### config.mk
export PLATFORM = sky130hd
export DESIGN_NAME = push_conditioner
export DESIGN_NICKNAME = d
export VERILOG_FILES = /design/src/rtl/push_pkg.sv /design/src/rtl/push_deb_chan.sv /design/src/rtl/push_conditioner.sv
export SDC_FILE = /design/constraint.sdc
export NUM_CORES = 1
export LEC_CHECK = 0
export BUFFER_PORTS_ARGS = -buffer_cell sky130_fd_sc_hd__buf_2
export CAP_MARGIN = 20
export CORE_UTILIZATION = 59
export DETAILED_ROUTE_END_ITERATION = 10
export GPL_TIMING_DRIVEN = 0
export PLACE_DENSITY = 0.8
export SETUP_SLACK_MARGIN = 0.02
export SLEW_MARGIN = 40
export SYNTH_ARGS = -nofsm -noshare
export SYNTH_HDL_FRONTEND = slang
export SYNTH_SLANG_ARGS = --single-unit
export TNS_END_PERCENT = 100
### constraint.sdc
create_clock -name i_Clk -period 2.5 [get_ports i_Clk]
set_input_delay 0.25 -clock i_Clk [delete_from_list [all_inputs] [get_ports i_Clk]]
set_output_delay 0.25 -clock i_Clk [all_outputs]
set_load 0.1 [all_outputs]
### src/rtl/push_pkg.sv
// Shared definitions for the push-button conditioner: channel FSM states,
// synchronizer depth and a constant-width helper.
package push_pkg;

   localparam int SYNC_STAGES = 2;

   typedef enum logic [1:0] {
      S_REL    = 2'd0,
      S_DN_CHK = 2'd1,
      S_PRS    = 2'd2,
      S_UP_CHK = 2'd3
   } push_state_t;

   // Bits needed to hold values 0 .. value-1 (at least 1 bit)
   function automatic int clog2_f(input int value);
      int result;
      result = 1;
      for (int i = 1; i < 31; i++) begin
         if ((32'd1 << i) < value) begin
            result = i + 1;
         end
      end
      return result;
   endfunction

endpackage

### src/rtl/push_deb_chan.sv
// One button channel: 2-flop synchronizer, debounce FSM, press/release
// pulse generation and optional auto-repeat.
module push_deb_chan
   import push_pkg::*;
#(
   parameter int DEB_CYC    = 16,
   parameter int REPEAT_DLY = 0,
   parameter int REPEAT_PER = 8
) (
   input  logic i_Clk,
   input  logic i_Rst,
   input  logic i_Push_raw,
   output logic o_Push,
   output logic o_Press,
   output logic o_Release,
   output logic o_Held
);

   localparam int DEB_W   = clog2_f(DEB_CYC + 1);
   localparam int REP_MAX = (REPEAT_DLY > REPEAT_PER) ? REPEAT_DLY : REPEAT_PER;
   localparam int REP_W   = clog2_f(REP_MAX + 1);

   localparam logic [DEB_W-1:0] DEB_LAST  = DEB_W'(DEB_CYC);
   localparam logic [REP_W-1:0] REP_DLY_C = REP_W'(REPEAT_DLY);
   localparam logic [REP_W-1:0] REP_PER_C = REP_W'(REPEAT_PER);
   localparam logic             REPEAT_EN = (REPEAT_DLY > 0);

   logic [SYNC_STAGES-1:0] sync_r;
   logic                   sample_s;

   push_state_t      state_r,    state_s;
   logic [DEB_W-1:0] deb_cnt_r,  deb_cnt_s;
   logic [REP_W-1:0] rep_cnt_r,  rep_cnt_s;
   logic             push_r,     push_s;
   logic             press_r,    press_s;
   logic             release_r,  release_s;
   logic             held_r,     held_s;

   logic [REP_W-1:0] rep_inc_s;
   logic [REP_W-1:0] rep_thr_s;
   logic             rep_hit_s;

   // Bring the asynchronous pin into the clock domain (idle level = released)
   always_ff @(posedge i_Clk or posedge i_Rst) begin
      if (i_Rst) begin
         sync_r <= {SYNC_STAGES{1'b1}};
      end else begin
         sync_r <= {sync_r[SYNC_STAGES-2:0], i_Push_raw};
      end
   end

   assign sample_s  = sync_r[SYNC_STAGES-1];

   // The first repeat waits REPEAT_DLY held cycles, later ones REPEAT_PER;
   // held_r doubles as the phase flag and the counter restarts on each pulse.
   assign rep_inc_s = rep_cnt_r + REP_W'(1);
   assign rep_thr_s = held_r ? REP_PER_C : REP_DLY_C;
   assign rep_hit_s = REPEAT_EN && (rep_inc_s == rep_thr_s);

   // Next-state and next-output logic for the debounce / repeat FSM
   always_comb begin
      state_s   = state_r;
      deb_cnt_s = deb_cnt_r;
      rep_cnt_s = rep_cnt_r;
      push_s    = push_r;
      press_s   = 1'b0;
      release_s = 1'b0;
      held_s    = held_r;
      case (state_r)
         S_REL: begin
            push_s = 1'b1;
            if (!sample_s) begin
               state_s   = S_DN_CHK;
               deb_cnt_s = DEB_W'(1);
            end else begin
               deb_cnt_s = DEB_W'(0);
            end
         end
         S_DN_CHK: begin
            if (sample_s) begin
               state_s   = S_REL;
               deb_cnt_s = DEB_W'(0);
            end else if (deb_cnt_r < DEB_LAST) begin
               deb_cnt_s = deb_cnt_r + DEB_W'(1);
            end else begin
               state_s   = S_PRS;
               deb_cnt_s = DEB_W'(0);
               rep_cnt_s = REP_W'(0);
               push_s    = 1'b0;
               press_s   = 1'b1;
            end
         end
         S_PRS: begin
            push_s = 1'b0;
            if (sample_s) begin
               // Leaving for the release check freezes the repeat counter
               state_s   = S_UP_CHK;
               deb_cnt_s = DEB_W'(1);
            end else if (REPEAT_EN) begin
               if (rep_hit_s) begin
                  press_s   = 1'b1;
                  held_s    = 1'b1;
                  rep_cnt_s = REP_W'(0);
               end else begin
                  rep_cnt_s = rep_inc_s;
               end
            end else begin
               rep_cnt_s = REP_W'(0);
            end
         end
         S_UP_CHK: begin
            push_s = 1'b0;
            if (!sample_s) begin
               state_s   = S_PRS;
               deb_cnt_s = DEB_W'(0);
            end else if (deb_cnt_r < DEB_LAST) begin
               deb_cnt_s = deb_cnt_r + DEB_W'(1);
            end else begin
               state_s   = S_REL;
               deb_cnt_s = DEB_W'(0);
               rep_cnt_s = REP_W'(0);
               push_s    = 1'b1;
               release_s = 1'b1;
               held_s    = 1'b0;
            end
         end
         default: begin
            state_s   = S_REL;
            deb_cnt_s = DEB_W'(0);
            rep_cnt_s = REP_W'(0);
            push_s    = 1'b1;
            held_s    = 1'b0;
         end
      endcase
   end

   // FSM state, counters and registered outputs
   always_ff @(posedge i_Clk or posedge i_Rst) begin
      if (i_Rst) begin
         state_r   <= S_REL;
         deb_cnt_r <= DEB_W'(0);
         rep_cnt_r <= REP_W'(0);
         push_r    <= 1'b1;
         press_r   <= 1'b0;
         release_r <= 1'b0;
         held_r    <= 1'b0;
      end else begin
         state_r   <= state_s;
         deb_cnt_r <= deb_cnt_s;
         rep_cnt_r <= rep_cnt_s;
         push_r    <= push_s;
         press_r   <= press_s;
         release_r <= release_s;
         held_r    <= held_s;
      end
   end

   assign o_Push    = push_r;
   assign o_Press   = press_r;
   assign o_Release = release_r;
   assign o_Held    = held_r;

endmodule

### src/rtl/push_conditioner.sv
// Board push-button front end: one independent debounce channel per button,
// outputs concatenated into NUM_BTN-wide buses.
module push_conditioner
   import push_pkg::*;
#(
   parameter int NUM_BTN    = 2,
   parameter int DEB_CYC    = 16,
   parameter int REPEAT_DLY = 0,
   parameter int REPEAT_PER = 8
) (
   input  logic               i_Clk,
   input  logic               i_Rst,
   input  logic [NUM_BTN-1:0] i_Push_raw,
   output logic [NUM_BTN-1:0] o_Push,
   output logic [NUM_BTN-1:0] o_Press,
   output logic [NUM_BTN-1:0] o_Release,
   output logic [NUM_BTN-1:0] o_Held
);

   for (genvar g = 0; g < NUM_BTN; g++) begin : gen_chan
      push_deb_chan #(
         .DEB_CYC   (DEB_CYC),
         .REPEAT_DLY(REPEAT_DLY),
         .REPEAT_PER(REPEAT_PER)
      ) u_chan (
         .i_Clk     (i_Clk),
         .i_Rst     (i_Rst),
         .i_Push_raw(i_Push_raw[g]),
         .o_Push    (o_Push[g]),
         .o_Press   (o_Press[g]),
         .o_Release (o_Release[g]),
         .o_Held    (o_Held[g])
      );
   end

endmodule

==> flow_summary.toml, run 1 <==
[outcome]
status = "finished, final reports clean"

[synth]
synthDistinctLibCells = 26
syn-cell-area_um2 = 1040
ys_seq_area_share_pct = 58.5
syn_inst = 89
yosysWarnings = 0
ys_seq_elements = 24
syn_avg_cell_area_um2 = 11.7

[die]
die_area_um2 = 1930
pin_count = 12
num_rows = 14
die_h_um = 44.0
die_x_um = 44.0
coreArea_um2 = 1580
start_util_pct = 66.0

[grt]
antenna_found_initial = 0
grtUsageTotal_pct = 19.0
grt.busiest_layer = "met2"
grt_pass1_vias = 600
grt_max_degree = 25
grt_first_pass_wirelength_mm = 2.57
grt_overflow_total = 0
grtUsageMet1_pct = 24.0
grt_util_met2_pct = 32.5
grt_use_met3_pct = 3.75

[clocking]
clock-sinks = 24
worstSkewPairLatency_ns = 0.32
clk_pin_slew_ns = 0.12
ctsResizeCount = 0
cts-root-buf = "clkbuf_4"
cts_buffers = 3
cts_htree_levels = 1
cts_tree = "built"
cts_buffer_depth = 2

[power]
p_per_area_nw_per_um2 = 568
vdd_drop_max_mv = 0.411
finalPower_w = 0.000656
p_leak_nw = 0.567

[cells_and_area]
antennaDiodeCount = 0
drive_gt1_share_pct = 33.7
nets = 111
syn2layout_area_growth_pct = 11.1
num-fill-cells = 108

[sta]
finClkSkew_ns = 0.00686
setup_violations = 0
worst_pin_slew_ns = 0.510
max_freq_mhz = 619
finalCritPeriodShare_pct = 64.6
setup-tns-final_ns = 0
min_period_ns = 1.62
finalHoldViolCount = 0
relSlewSlack_pct = 65.7
rsz0062_at_grt = "no"
maxSlewViolCount = 0

[routing]
wl_per_cell_um = 13.4
drtIter0Drc = 18
routed_wl_mm = 1.61
viasPerCell = 5.63
antenna_left = 0
vias = 675
drc = 0
firstDrtPassIters = 4

[flow_run]
maxCapViolCount = 0

[place]
io_buffer_count = 9
routabilityCongestion = 0.779
hpwl_mm = 1.06

[worst_setup_path]
crit_required_ns = 2.25
r2r_end = "gen_chan[0].u_chan.deb_cnt_r[4]"
crit_path_start = "gen_chan[0].u_chan.o_Push"
crit_fanout = 2
cp-end-kind = "output port"
crit_path_end = "o_Push[0]"
critPathArrivalTime_ns = 1.37
reg2reg_from = "gen_chan[0].u_chan.sync_r[1]"
start_kind = "register"
r2r_cells = 4
timing_worst_setup_path_type = "reg2out"
r2r_slack_ns = 1.09

[min_path]
hold_class = "in2reg"
## Yosys cell counts, drive strengths merged
cell    number  share of area, %
inv          5               1.8
dfstp        6                15
nor4b        1              0.84
a21oi        4               1.9
a22o         7               6.3
dfrtp       18                43
a41o         1              0.96
ha           2               2.4
and3         1              0.60
nand2b       1              0.60
xor2         4               3.4
nand2        6               2.2
a21boi       2               1.4
o21ai        5               2.4
conb         1              0.36
buf         10               6.7
nor3         2              0.96
nand3        2              0.96
nor3b        2               2.4
nor4         1              0.60
nor2         3               1.1
o22ai        2               1.2
o31ai        1              0.72
xnor2        2               1.7
## area by class of cell
cell class,instances,area (µm²),area share [%]
Sequential cell,24,608,52.7
Multi-Input combinational cell,51,347,30.0
Buffer,10,70.1,6.07
Timing Repair Buffer,10,55.1,4.77
Clock buffer,4,36.3,3.14
Tap cell,16,20.0,1.73
Inverter,5,18.8,1.63
## cells by family after synthesis
| kind of cell | after synthesis | share of synthesized area [%] |
|---|---|---|
| compound gates | 22 | 14.9 |
| xor+xnor | 6 | 5.05 |
| fa+ha+maj | 2 | 2.41 |
| buf+inv | 15 | 8.54 |
| flops | 24 | 58.5 |
| other cells | 1 | 0.361 |
| simple gates | 19 | 10.2 |
## per-stage QoR
| step | util (%) | cell area, µm² | setup slack (ns) | hold slack, ns | cells |
|---|---|---|---|---|---|
| finish | 73.3 | 1150 | 0.884 | 0.0139 | 120 |
| global placement | 70.3 | 1110 | 1.16 | 0.346 | 115 |
| global route | 73.3 | 1150 | 0.846 | 0.00396 | 120 |
| floorplan | - | 1040 | 1.22 | 0.254 | 90 |
| detailed placement | 70.3 | 1110 | 1.14 | 0.291 | 115 |
| CTS | 73.3 | 1150 | 0.875 | 0.00721 | 120 |
## layout by cell type (no fill, tap or decap)
cell,instances
nand2_1,6
buf_2,11
conb_1,2
a41o_1,1
dlygate4sd3_1,1
nor4_1,1
clkbuf_8,1
ha_1,2
inv_1,4
o31ai_1,1
o22ai_1,2
dfstp_2,6
nand2b_1,1
nor2_1,3
xnor2_1,2
a21boi_0,2
nand3_1,2
buf_4,8
dfrtp_1,18
inv_2,1
xor2_1,4
nor3_1,2
nor4b_1,1
o21ai_0,5
a22o_1,4
a22o_2,3
a21oi_1,4
clkbuf_4,3
nor3b_2,2
and3_1,1
## flip-flops by register name (all words and copies together) (netlist names), named ones only
name	flops
gen_chan.u_chan.deb_cnt_r	10
gen_chan.u_chan.sync_r	4
gen_chan.u_chan.o_Press	2
gen_chan.u_chan.o_Push	2
gen_chan.u_chan.o_Release	2
gen_chan.u_chan.state_r	2
## layer usage
layer / part of all wire [%] / up-vias
met5: 0 / -
met4: 1.8 / 0
met3: 3.8 / 2
met2: 47 / 19
met1: 47 / 322
li1: - / 332
## critical path, stage by stage, from the launching register on
cell and delay, ns:
dfstp_2 0.56, buf_4 0.09, buf_2 0.41
## how the worst min path moves through the flow
| stage | slack (ns) | from | cells after the start | to |
|---|---|---|---|---|
| after floorplan | 0.25 | i_Push_raw[0] | 0 | gen_chan[0].u_chan.sync_r[0] |
| after global placement | 0.35 | gen_chan[0].u_chan.sync_r[0] | 0 | gen_chan[0].u_chan.sync_r[1] |
| after detailed placement | 0.29 | i_Rst | 2 | gen_chan[0].u_chan.deb_cnt_r[2] |
| after CTS | 0.007 | i_Push_raw[1] | 1 | gen_chan[1].u_chan.sync_r[0] |
| after global routing | 0.004 | i_Push_raw[1] | 1 | gen_chan[1].u_chan.sync_r[0] |
| final | 0.01 | i_Push_raw[1] | 1 | gen_chan[1].u_chan.sync_r[0] |
## power by group
part	total [W]	switching [W]	internal [W]
Clock	0.000200	0.000111	0.0000891
Sequential	0.000408	0.00000822	0.000400
Combinational	0.0000477	0.0000331	0.0000147
## timing repair
| item | in CTS | in global routing |
|---|---|---|
| endpoints found under the hold margin | 18 | 0 |
| buffers inserted | 0 | 0 |
| hold buffers | 1 | 0 |
Note: power is estimated with default switching activity, not from simulation.
==> run 2, diff against run 1 <==
--- a/config.mk
+++ b/config.mk
@@ -7,10 +7,10 @@
 export LEC_CHECK = 0
 export BUFFER_PORTS_ARGS = -buffer_cell sky130_fd_sc_hd__buf_2
 export CAP_MARGIN = 20
-export CORE_UTILIZATION = 59
+export CORE_UTILIZATION = 50
 export DETAILED_ROUTE_END_ITERATION = 10
 export GPL_TIMING_DRIVEN = 0
-export PLACE_DENSITY = 0.8
+export PLACE_DENSITY = 0.73
 export SETUP_SLACK_MARGIN = 0.02
 export SLEW_MARGIN = 40
 export SYNTH_ARGS = -nofsm -noshare
==> constraint.sdc (replaced) <==
create_clock -name i_Clk -period 1.4 [get_ports i_Clk]
set_input_delay 0.14 -clock i_Clk [delete_from_list [all_inputs] [get_ports i_Clk]]
set_output_delay 0.14 -clock i_Clk [all_outputs]
set_load 0.1 [all_outputs]
==> run 2 against run 1 <==
Cell area is 3.8% higher; sequential share of layout area is 1.9 points lower; critical path depth is 1 higher; die area is 17% higher; combinational power is 67% higher; final cell count is 9.2% higher; global-route usage is 4.4 points lower; non-clock buffer count stayed put; sequential cell count stayed put; sequential power is 80% higher.
==> flow_summary.toml, run 2 (synthesized netlist as in run 1, its figures left out) <==
[outcome]
status = "finished, final reports clean"

[clocking]
clock-sinks = 24
cts_buffer_depth = 2
cts-root-buf = "clkbuf_4"
clk_pin_slew_ns = 0.12
cts_tree = "built"
cts_setup_buffers = 0
cts_htree_levels = 1
worstSkewPairLatency_ns = 0.31
cts_buffers = 3

[routing]
antenna_left = 0
vias = 660
drtIter0Drc = 7
viasPerCell = 5.04
drc = 0
wl_per_cell_um = 11.6
firstDrtPassIters = 4
routed_wl_mm = 1.52

[grt]
antenna_found_initial = 0
grt_overflow_total = 0
grtUsageTotal_pct = 14.7
grt_pass1_vias = 541
grt_max_degree = 25
grt_first_pass_wirelength_mm = 2.25

[power]
p_leak_nw = 0.575
finalPower_w = 0.00117
vdd_drop_max_mv = 0.584
p_per_area_nw_per_um2 = 974

[cells_and_area]
num-fill-cells = 174
antennaDiodeCount = 0
final_common_cell = "dfrtp_1"
syn2layout_area_growth_pct = 15.3
drive_gt1_share_pct = 32.7
regMostFlops = "gen_chan.u_chan.deb_cnt_r"
largest_register_ffs = 10
nets = 111
reg_top3 = "gen_chan.u_chan.deb_cnt_r x10, gen_chan.u_chan.sync_r x4"
final_cell_mix = "18 x dfrtp_1, 8 x buf_4, 7 x buf_2"

[sta]
min_period_ns = 1.31
maxSlewViolCount = 0
max_freq_mhz = 764
finalCritPeriodShare_pct = 93.5
setup-tns-final_ns = 0
finClkSkew_ns = 0.00161
finalHoldViolCount = 0
rsz0062_at_grt = "no"
setup_violations = 0

[flow_run]
maxCapViolCount = 0

[place]
hpwl_mm = 1.04
routabilityCongestion = 0.821
io_buffer_count = 9

[worst_setup_path]
crit_chain = "xor2_2 > nor3b_2 > a22o_1"
start_kind = "register"
critPathArrivalTime_ns = 1.56
cp_top_family = "flip-flops"
crit_fanout = 8
cp_num_buf_inv = 0
slowest_stage = "dfstp_2"
timing_worst_setup_path_type = "reg2reg"
cp-end-kind = "register"
worst_path_largest_cell_delay_ns = 0.64
crit_required_ns = 1.65

[die]
die_h_um = 47.6
pin_count = 12
coreArea_um2 = 1960
die_x_um = 47.6
die_area_um2 = 2270
num_rows = 16
start_util_pct = 53.0

[min_path]
hold_class = "in2async"
## run 2: worst reg2reg max path, cell delays in order (launching register included)
cell     delay (ns)
dfstp_2        0.64
xor2_2         0.11
nor3b_2        0.31
a22o_1         0.20
## run 2: cell type report
| cell class | instances | area, µm² | share of cell area (%) |
|---|---|---|---|
| tap | 27 | 33.8 | 2.82 |
| multi-input combinational | 51 | 354 | 29.5 |
| clock buffer | 4 | 36.3 | 3.03 |
| sequential | 24 | 608 | 50.7 |
| buffer | 8 | 60.1 | 5.01 |
| timing repair buffer | 12 | 87.6 | 7.31 |
| inverter | 5 | 18.8 | 1.57 |
## run 2: path summary, 6_finish.rpt
path                                               from                               to  slack [ns]  cells after the start
setup / recovery           gen_chan[0].u_chan.sync_r[1]  gen_chan[0].u_chan.deb_cnt_r[4]        0.09                      3
hold / removal                                    i_Rst  gen_chan[1].u_chan.deb_cnt_r[3]        0.37                      3
setup reg to reg           gen_chan[0].u_chan.sync_r[1]  gen_chan[0].u_chan.deb_cnt_r[4]        0.09                      3
hold reg to reg            gen_chan[1].u_chan.sync_r[0]     gen_chan[1].u_chan.sync_r[1]        0.37                      0
max in group asynchronous                         i_Rst        gen_chan[1].u_chan.o_Push        0.68                      3
min in group i_Clk         gen_chan[1].u_chan.sync_r[0]     gen_chan[1].u_chan.sync_r[1]        0.37                      0
## run 2: per-layer routing
metal	vias to the layer above	wire (µm)	global-route usage [%]
met2	13	703	21.6
met1	316	743	19.9
met4	0	23	7.78
met3	2	51	3.77
met5	-	0	0
li1	329	-	-
## run 2: stage by stage
| step | worst slack [ns] | cell area, µm² | hold slack [ns] | utilization, % | cells |
|---|---|---|---|---|---|
| 2_1_floorplan | 0.120 | 1040 | 0.144 | - | 90 |
| 3_3_place_gp | 0.0616 | 1120 | 0.245 | 57.2 | 126 |
| 3_5_place_dp | 0.0441 | 1120 | 0.186 | 57.2 | 126 |
| 4_1_cts | 0.0153 | 1190 | 0.363 | 60.8 | 133 |
| 5_1_grt | 0.0237 | 1200 | 0.371 | 61.1 | 131 |
| 6_report | 0.0904 | 1200 | 0.365 | 61.1 | 131 |
## run 2: timing repair
action	in CTS	in global routing
endpoints found under the hold margin	20	0
gates resized for setup	2	3
pin swaps	0	2
setup endpoints to repair	2	10
hold buffers	3	0
## run 2: report_power, final
group	switching [W]	internal, W	total, W
combinational	0.0000516	0.0000281	0.0000796
sequential	0.0000197	0.000715	0.000735
clock	0.000194	0.000159	0.000353
==> run 3, diff against run 2 <==
--- a/config.mk
+++ b/config.mk
@@ -5,12 +5,12 @@
 export SDC_FILE = /design/constraint.sdc
 export NUM_CORES = 1
 export LEC_CHECK = 0
-export BUFFER_PORTS_ARGS = -buffer_cell sky130_fd_sc_hd__buf_2
 export CAP_MARGIN = 20
-export CORE_UTILIZATION = 50
+export CORE_UTILIZATION = 54
 export DETAILED_ROUTE_END_ITERATION = 10
+export DONT_BUFFER_PORTS = 1
 export GPL_TIMING_DRIVEN = 0
-export PLACE_DENSITY = 0.73
+export PLACE_DENSITY = 0.72
 export SETUP_SLACK_MARGIN = 0.02
 export SLEW_MARGIN = 40
 export SYNTH_ARGS = -nofsm -noshare
==> run 3 against run 2 <==
Non-clock buffer count down 7; highest routed layer unchanged; cell area down 1.3%; combinational power up 6.9%; routed wire length up 7.4%; utilization up 6.0 points; clock skew up 0.012 ns; first-iteration DRC count down 29%.
==> flow_summary.toml, run 3 (synthesized netlist as in run 1, its figures left out) <==
[worst_setup_path]
crit_required_ns = 1.26
cp-end-kind = "output port"
crit_chain = "buf_4"
worst_path_largest_cell_delay_ns = 0.55
slowest_stage = "dfstp_2"
start_kind = "register"
cp_num_buf_inv = 1
timing_worst_setup_path_type = "reg2out"
crit_fanout = 2
r2r_slack_ns = 0.11
cp_num_cells = 1
reg2reg_from = "gen_chan[1].u_chan.sync_r[1]"
critPathArrivalTime_ns = 1.16
r2r_cells = 4
r2r_end = "gen_chan[1].u_chan.deb_cnt_r[3]"
cp_top_family = "flip-flops"

[grt]
grt_max_degree = 25
antenna_found_initial = 0
grt_first_pass_wirelength_mm = 2.62
grt_overflow_total = 0
grt_pass1_vias = 592
grtUsageTotal_pct = 18.3

[outcome]
status = "finished, final reports clean"

[cells_and_area]
final_cell_mix = "18 x dfrtp_1, 10 x buf_4, 6 x nand2_1, 6 x dfstp_2, 5 x o21ai_0"
syn2layout_area_growth_pct = 13.8
num-fill-cells = 139
final_common_cell = "dfrtp_1"
nets = 104
reg_top3 = "gen_chan.u_chan.deb_cnt_r x10, gen_chan.u_chan.sync_r x4"
regMostFlops = "gen_chan.u_chan.deb_cnt_r"
design_area_um2 = 1180
drive_gt1_share_pct = 28.9
largest_register_ffs = 10
antennaDiodeCount = 0
final_core_util_pct = 67.1

[clocking]
clk_pin_slew_ns = 0.14
worstSkewPairLatency_ns = 0.33
cts-root-buf = "clkbuf_4"
cts_tree = "built"
cts_htree_levels = 1
cts_buffers = 3
cts_buffer_depth = 2
clock-sinks = 24

[sta]
finClkSkew_ns = 0.0135
max_freq_mhz = 768
min_period_ns = 1.30
maxSlewViolCount = 0
finalHoldViolCount = 0
finalCritPeriodShare_pct = 93.0
setup_violations = 0
setup-tns-final_ns = 0
rsz0062_at_grt = "no"

[power]
p_leak_nw = 0.547
combPwrFrac_pct = 6.4
p_per_area_nw_per_um2 = 1110
pwr-share-clk_pct = 38.0
power_frac_seq_pct = 55.6
switching_share_pct = 21.5
p_int_w = 0.00104
power.switching_w = 0.000284
vdd_drop_max_mv = 0.773

[die]
die_h_um = 45.9
num_rows = 15
start_util_pct = 58.9
die_area_um2 = 2100
die_x_um = 45.9
pin_count = 12
coreArea_um2 = 1760

[routing]
vias = 663
wl_per_cell_um = 13.4
viasPerCell = 5.43
antenna_left = 0
routed_wl_mm = 1.64
firstDrtPassIters = 4
drtIter0Drc = 5
drc = 0

[place]
placed_area_um2 = 1070
hpwl_mm = 1.04
routabilityCongestion = 0.808
io_buffer_count = 0

[flow_run]
maxCapViolCount = 0

[min_path]
hold_class = "in2async"
[run 3: cell types whose count changed in the layout (fill, tap and decap cells not counted), sizes merged]
cell    change
buf         -7
bufinv      +1
clkbuf      -1
[run 3: metrics by stage]
stage	total power [W]	setup WS [ns]	cells	hold WS, ns
global route	0.00137	0.0338	122	0.325
floorplan	0.000805	0.120	90	0.144
finish	0.00132	0.0973	122	0.277
global placement	0.000815	0.0594	115	0.145
CTS	0.00132	0.0278	123	0.287
detailed placement	0.000817	0.0398	115	0.0747
[run 3: power groups by stage]
stage	clock [W]	combinational, W	sequential, W
after global placement	0	0.0000752	0.000739
after global routing	0.000536	0.0000937	0.000736
after detailed placement	0	0.0000775	0.000740
final	0.000501	0.0000851	0.000733
after CTS	0.000507	0.0000875	0.000729
after floorplan	0	0.0000682	0.000737
[run 3: how the worst max path moves through the flow]
stage	startpoint	endpoint	slack (ns)
final	gen_chan[0].u_chan.o_Push	o_Push[0]	0.1
after global routing	gen_chan[0].u_chan.sync_r[1]	gen_chan[0].u_chan.deb_cnt_r[1]	0.03
after CTS	gen_chan[0].u_chan.sync_r[1]	gen_chan[0].u_chan.deb_cnt_r[1]	0.03
after detailed placement	gen_chan[1].u_chan.sync_r[1]	gen_chan[1].u_chan.deb_cnt_r[4]	0.04
after global placement	gen_chan[0].u_chan.sync_r[1]	gen_chan[0].u_chan.deb_cnt_r[1]	0.06
after floorplan	gen_chan[1].u_chan.sync_r[1]	gen_chan[1].u_chan.deb_cnt_r[4]	0.12
[run 3: worst reg2reg max path: stages, from the launching register on]
cell and delay (ns):
dfstp_2 0.58, xor2_2 0.19, nor3b_2 0.07, buf_4 0.15, a22o_2 0.21
[run 3: what timing repair did]
item / 4_1_cts / 5_1_grt
hold buffers: 3 / 0
buffers inserted: 2 / 0
setup endpoints to repair: 2 / 5
pin swaps: 1 / 2
resized for setup: 1 / 2
hold endpoints to repair: 20 / 0
[run 3: cell type report]
type	count	area, µm²	share of cell area [%]
well taps	25	31.3	2.64
inverters	5	18.8	1.59
flip-flops and latches	24	608	51.4
clock inverters	1	30.0	2.54
multi-input cells	51	368	31.1
repair buffers	5	45.0	3.81
clock buffers	3	22.5	1.90
plain buffers	8	60.1	5.07
[run 3: per-layer routing]
layer  track usage (%)  share of wire (%)  vias to the layer above
li1                  -                  -                      317
met1              25.4                 48                      324
met2              27.3                 46                       17
met3              3.57                3.2                        5
met4              8.82                2.2                        0
met5                 0                  0                        -
